### src/rtl/seg_serial_shifter.sv
// Serial output stage for the 8-digit segment display.
// Captures the parallel segment word and shifts it MSB-first into the
// board's cascaded SIPO registers over s_clk / s_data, then pulses s_en
// to latch the outputs. s_clr_n is held low only while reset is asserted.
//
//   state    | meaning
//   ---------+-----------------------------------------------------------
//   IDLE     | waiting for start; done pulses here for one cycle
//   SHIFT_LO | s_clk low for DIV cycles, s_data set up for the next rise
//   SHIFT_HI | s_clk high for DIV cycles, s_data held past the rise
//   LATCH    | all bits shifted, s_en high for DIV cycles
module seg_serial_shifter #(
   parameter int DATA_BITS = 64,
   parameter int DIV       = 2
) (
   input  logic                 clk,
   input  logic                 rst_n,
   input  logic                 start,
   input  logic [DATA_BITS-1:0] P_Data,
   output logic                 busy,
   output logic                 done,
   output logic                 s_clk,
   output logic                 s_data,
   output logic                 s_clr_n,
   output logic                 s_en
);

   localparam int BW = (DATA_BITS > 1) ? $clog2(DATA_BITS) : 1;
   localparam int PW = $clog2(DIV + 1);

   localparam logic [BW-1:0] BIT_LAST = BW'(DATA_BITS - 1);
   localparam logic [PW-1:0] PH_LAST  = PW'(DIV - 1);

   typedef enum logic [1:0] {
      IDLE     = 2'd0,
      SHIFT_LO = 2'd1,
      SHIFT_HI = 2'd2,
      LATCH    = 2'd3
   } state_t;

   state_t               state;
   // The MSB goes straight to s_data on accept, so only the remaining
   // bits need storing.
   logic [DATA_BITS-2:0] rest;
   logic [BW-1:0]        bit_cnt;
   logic [PW-1:0]        phase_cnt;
   logic                 phase_end;

   assign phase_end = (phase_cnt == PH_LAST);

   // Transfer sequencer: every output is a register updated here.
   always_ff @(posedge clk) begin
      if (!rst_n) begin
         state     <= IDLE;
         rest      <= '0;
         bit_cnt   <= '0;
         phase_cnt <= '0;
         busy      <= 1'b0;
         done      <= 1'b0;
         s_clk     <= 1'b0;
         s_data    <= 1'b0;
         s_en      <= 1'b0;
         s_clr_n   <= 1'b0;
      end else begin
         s_clr_n <= 1'b1;
         done    <= 1'b0;
         unique case (state)
            IDLE: begin
               if (start) begin
                  rest      <= P_Data[DATA_BITS-2:0];
                  s_data    <= P_Data[DATA_BITS-1];
                  s_clk     <= 1'b0;
                  busy      <= 1'b1;
                  bit_cnt   <= BIT_LAST;
                  phase_cnt <= '0;
                  state     <= SHIFT_LO;
               end
            end
            SHIFT_LO: begin
               if (phase_end) begin
                  phase_cnt <= '0;
                  s_clk     <= 1'b1;
                  state     <= SHIFT_HI;
               end else begin
                  phase_cnt <= phase_cnt + PW'(1);
               end
            end
            SHIFT_HI: begin
               if (phase_end) begin
                  phase_cnt <= '0;
                  s_clk     <= 1'b0;
                  if (bit_cnt != '0) begin
                     // Data changes only on the falling edge, giving DIV
                     // cycles of hold after the rise and setup before the next.
                     s_data  <= rest[DATA_BITS-2];
                     rest    <= rest << 1;
                     bit_cnt <= bit_cnt - BW'(1);
                     state   <= SHIFT_LO;
                  end else begin
                     s_data <= 1'b0;
                     s_en   <= 1'b1;
                     state  <= LATCH;
                  end
               end else begin
                  phase_cnt <= phase_cnt + PW'(1);
               end
            end
            LATCH: begin
               if (phase_end) begin
                  phase_cnt <= '0;
                  s_en      <= 1'b0;
                  busy      <= 1'b0;
                  done      <= 1'b1;
                  state     <= IDLE;
               end else begin
                  phase_cnt <= phase_cnt + PW'(1);
               end
            end
            default: state <= IDLE;
         endcase
      end
   end

endmodule

### config.mk
export PLATFORM = sky130hd
export DESIGN_NAME = seg_serial_shifter
export DESIGN_NICKNAME = d
export VERILOG_FILES = /design/src/rtl/seg_serial_shifter.sv
export SDC_FILE = /design/constraint.sdc
export NUM_CORES = 1
export LEC_CHECK = 0
export ABC_AREA = 1
export BUFFER_PORTS_ARGS = -buffer_cell sky130_fd_sc_hd__buf_2
export CAP_MARGIN = 0
export CORE_MARGIN = 10
export CORE_UTILIZATION = 34
export CTS_CLUSTER_DIAMETER = 80
export DETAILED_ROUTE_END_ITERATION = 12
export PLACE_DENSITY_LB_ADDON = 0.05
export SLEW_MARGIN = 40
export SYNTH_ARGS = -nofsm -noshare
export SYNTH_HDL_FRONTEND = slang
export SYNTH_SLANG_ARGS = --single-unit
### constraint.sdc
create_clock -name clk -period 3 [get_ports clk]
set_input_delay 0.45 -clock clk [delete_from_list [all_inputs] [get_ports clk]]
set_output_delay 0.45 -clock clk [all_outputs]
set_load 0.03 [all_outputs]
* After elaboration in Yosys (flattened, before gate mapping)
Index checks and enable logic that the tools add are counted.
Operators by class: reductions and logical operators 14, mux-type cells 32, $lt $le $gt $ge 0, equal/unequal tests 10, add/subtract/negate cells 2, bitwise logic cells 0, shift-type cells 0, div/mod/pow operators 0, multiply operators 0
Operator list (count):
- 63-bit two-way mux | 3
- 63-bit one-hot mux with 2 select lines | 1
- 6-bit two-way mux | 3
- 4-bit AND reduction | 4
- 2-bit two-way mux | 7
- 2-bit != test (second input constant) | 6
- 6-bit one-hot mux with 2 select lines | 1
- 1-bit two-way mux | 11
- 2-bit one-hot mux with 4 select lines | 1
- 1-bit one-hot mux with 2 select lines | 3
- 3-bit AND reduction | 2
- 2-bit nonzero test | 3
- 6-bit nonzero test | 1
- 6-bit by 1-bit subtractor with 6-bit output (second input constant) | 1
- 2-bit by 1-bit equality test with 1-bit output (second input constant) | 2
- 2-bit equality test (second input constant) | 2
- 2-bit one-hot mux with 2 select lines | 1
- 1-bit one-hot mux with 3 select lines | 1
- 3-bit nonzero test | 1
- 3-bit OR reduction | 1
- 2-bit by 1-bit adder with 2-bit output (second input constant) | 1
- 2-bit logical NOT | 1
- 2-bit AND reduction | 1
Word-level totals: input port bits 67, memory bits (read-only) 0, logic and storage cells 68, memories kept 0, bits in writable memories 0, bits in latches 0, flip-flop bits (word level) 79, output and inout bits 6

* Depth between registers and ports, before layout
depth after elaboration 4, depth in mapped cells 9

* Worst setup path before layout
No wires, ideal clock.
path kind reg-to-reg, start register bit_cnt[0], end register bit_cnt[2], library setup time 0.132 ns, data arrival time 1.350 ns, stages on the path, launching flop included 10, buffers on the path 2, path slack 1.517 ns, period minus slack after synthesis 1.483 ns, data required time 2.868 ns, path through dfxtp_1 -> inv_1 -> ha_1 -> nand3_1 -> nor2_1 -> nor2_4 -> buf_4 -> buf_6 -> nand2_1 -> a21oi_1
Between the ends: cells in the longest elaborated chain, start to end 4
Ends and longest elaborated chain:
- start, declared | line 45 | logic [BW-1:0] bit_cnt;
- start signal, assigned | line 97 | bit_cnt <= bit_cnt - BW'(1);
- 6-bit by 1-bit subtractor with 6-bit output | line 97
- 6-bit two-way mux | line 92 | if (bit_cnt != '0) begin
- 6-bit two-way mux | line 89 | if (phase_end) begin
- 6-bit one-hot mux with 2 select lines | line 67 | unique case (state)
Several ways; a longest one is shown, not always the timed one. The select of a mux whose other input is x is not followed. A chain may end at the register's enable or synchronous reset.

* Worst setup path in the final report
start register state[0], end register bit_cnt[0]
Between the ends: cells in the longest elaborated chain, start to end 3
Ends and longest elaborated chain:
- start, declared | line 41 | state_t state;
- start signal, assigned | line 54 | state <= IDLE;
- start signal, assigned | line 76 | state <= SHIFT_LO;
- start signal, assigned | line 83 | state <= SHIFT_HI;
- 2-bit equality test or 2-bit logical NOT (tied branches) | line 67
- 2-bit != test (no line) or 2-bit nonzero test (tied branches)
- 4-bit AND reduction (no line)
Several ways; a longest one is shown, not always the timed one.

==> reports/metrics.yaml <==
run_status: "finished, final reports clean"
finalClockSkew_ns: 0.0114
critPathTopFamily: "simple AND/OR/NAND/NOR gates"
tritoncts.num_buffers: 9
rows: 38
synth-main-ff-cell: "sky130_fd_sc_hd__dfxtp_1"
dieArea_um2: 15500
starting_density_of_the_core_pct: 34.5
syn_area_um2: 3700
dr.first_iter.drc_count: 193
final-hold-violation-count: 0
layout.cells.non_filler: 784
drtPass1Iterations: 4
detailroute.via_count: 3579
crit_path_cell_trace: "inv_2 -> nand2_2 -> buf_4 -> nor2_1 -> nor2_1 -> nor2_4 -> buf_4 -> o21ai_0 -> nor2_1"
worst_slew_pin_slew_ns: 0.733
total_negative_slack_ns: 0
seq_area_frac_synth_pct: 42.7
worst-path-buf-inv: 3
fin_nets: 709
timing.critical_path.from_type: "flop"
p_leak_uw: 0.00204
antenna_cells: 0
global_placer_s_final_weighted_congestion: 0.763
critical_path.most_common_cell: "sky130_fd_sc_hd__nor2_1"
grt_max_degree: 69
die_width_um: 124
global_route_wire_length_before_repair_mm: 16.5
power-per-cell-area_nw_per_um2: 642
rsz_0062_raised_after_global_routing: "false"
drive_gt1_share_pct: 16.3
post-route-period-util_pct: 69.6
synth.most_common_cell: "sky130_fd_sc_hd__nand2_1"
htree_levels: 3
synth_seq_cells: 79
register_clock_pin_slew_on_the_reported_worst_setup_and_hold_paths_ns: 0.08
maxClockFrequency_ghz: 0.479
synth_top_area_cell: "sky130_fd_sc_hd__dfxtp_1"
synth_area_leaders: "sky130_fd_sc_hd__dfxtp_1 43%, sky130_fd_sc_hd__nand2_1 34%, sky130_fd_sc_hd__a21oi_1 10%"
final-max-slew-violation-count: 0
post_synth.cell_area_avg_um2: 6.34
worstSetupEndpointType: "flop"
finalSetupViolations: 0
post_dp_hpwl_mm: 6.28
postSynthNetCount: 653
max-slew-margin-rel_pct: 51.1
cts.sink_count: 79
die_h_um: 124
antenna_violating_nets_post_route: 0
vias_per_cell: 4.57
floorplan.io_pins: 73
post_route_drc_violation_count: 0
clock_latency_ns: 0.35
layout-area-overhead-vs-synth_pct: 17.6
detail_route.wirelength_mm: 9.61
final_period_minus_worst_setup_slack_ns: 2.09
synth_edf_count: 0
max_cap_viol_count: 0
synth_cell_types: 21
cts_hold_buf: 0
root_buffer: "sky130_fd_sc_hd__clkbuf_8"
gr_overflow_total: 0
grt_usage_pct: 12.4
antenna_found_initial: 0
post_synth_most_frequent_cells: "337 x sky130_fd_sc_hd__nand2_1, 79 x sky130_fd_sc_hd__dfxtp_1, 75 x sky130_fd_sc_hd__a21oi_1, 19 x sky130_fd_sc_hd__buf_2, 12 x sky130_fd_sc_hd__nor2_1"
tritoncts: "done"
syn_inst: 584
buffer_ports.inserted: 72
cp.arrival_ns: 2.32
wl_per_cell_um: 12.3
via_count_of_the_first_global_routing_pass: 3615
cts.path.max_buffers: 2
yosys.area.top_type_share_pct: 42.7
core_um2: 10700
cpPeakStageDelay_ns: 0.39
layout.filler_cells: 1205
crit_fanout: 33
place.detailed.instances: 769
min_path_type: "input port to flop"
timing.critical_path.required_ns: 3.23
ir_drop_uv: 238
async_flop_share_pct: 0
critical_path_class: "flop to flop"
cts-resized-gates: 0
number_of_synthesis_warnings: 0
worst_path_max_delay_cell: "sky130_fd_sc_hd__dfxtp_1"
number_of_post_cts_setup_repair_buffers: 0
stage by stage:
stage / hold WS (ns) / utilization (%) / setup WS (ns) / total power, uW / instance area, um2
finish: 0.320 / 40.6 / 0.912 / 2800 / 4360
global route: 0.297 / 40.6 / 0.681 / 3000 / 4360
CTS: 0.300 / 40.6 / 0.878 / 2850 / 4360
detailed placement: 0.449 / 38.4 / 0.912 / 1920 / 4130
global placement: 0.436 / 38.4 / 0.969 / 1920 / 4130
floorplan: 0.424 / - / 1.52 / 1760 / 3700
path summary, 6_finish.rpt:
check	startpoint	endpoint	slack [ns]	cells after the start
max	state[0]	bit_cnt[0]	0.91	9
min	rst_n	s_clr_n	0.32	1
max reg2reg	state[0]	bit_cnt[0]	0.91	9
min reg2reg	rest[60]	rest[60]	0.46	2
where the power goes:
part           leakage (uW)  switching, uW  total (uW)  internal [uW]
clock network      0.000118            377         909            532
logic               0.00127            425         651            226
registers          0.000648           68.3        1240           1170
logic make-up (layout without fill, tap and decap cells):
group | count (synthesis) | after routing | synth area share [%]
fa+ha+maj | 2 | 2 | 0.675
compound gates | 84 | 84 | 11.4
flops | 79 | 79 | 42.7
simple gates | 371 | 371 | 38.9
buf+inv | 48 | 108 | 6.32
cell type report:
type / instances / area [um2] / area share [%]
well taps: 140 / 175 / 4.02
repair buffers: 80 / 433 / 9.93
flip-flops and latches: 79 / 1580 / 36.3
inverters: 13 / 48.8 / 1.12
clock inverters: 3 / 65.1 / 1.49
multi-input cells: 457 / 1890 / 43.4
clock buffers: 12 / 165 / 3.79
metal layers:
| metal | GRT usage (%) | wire length, um |
|---|---|---|
| met5 | 0 | 0 |
| met4 | 4.04 | 121 |
| met1 | 14.7 | 4700 |
| met2 | 20.8 | 4380 |
| met3 | 3.62 | 402 |
worst reg2reg max path, cell delays in order (launching register included):
cell and delay, ns:
sky130_fd_sc_hd__dfxtp_1 0.39, sky130_fd_sc_hd__inv_2 0.08, sky130_fd_sc_hd__nand2_2 0.32, sky130_fd_sc_hd__buf_4 0.33
sky130_fd_sc_hd__nor2_1 0.07, sky130_fd_sc_hd__nor2_1 0.23, sky130_fd_sc_hd__nor2_4 0.07, sky130_fd_sc_hd__buf_4 0.25
sky130_fd_sc_hd__o21ai_0 0.20, sky130_fd_sc_hd__nor2_1 0.05
registers in the layout, summed over array words and instances, names as in the netlist:
signal     count
s_en           1
state          2
s_clr_n        1
bit_cnt        6
s_data         1
phase_cnt      2
done           1
busy           1
s_clk          1
rest          63
cells in the final DEF, fill, tap and decap left out, drive strengths merged:
master  synthesis  layout
a21oi          75      75
buf            24      80
bufinv          0       2
clkbuf         11      12
clkinv          0       1
dfxtp          79      79
ha              2       2
inv            13      13
nand2         339     339
nand3          10      10
nand3b          2       2
nand4           2       2
nor2           14      14
nor3            2       2
o21ai           9       9
or2             2       2
Power figures use the tool's default switching activity.
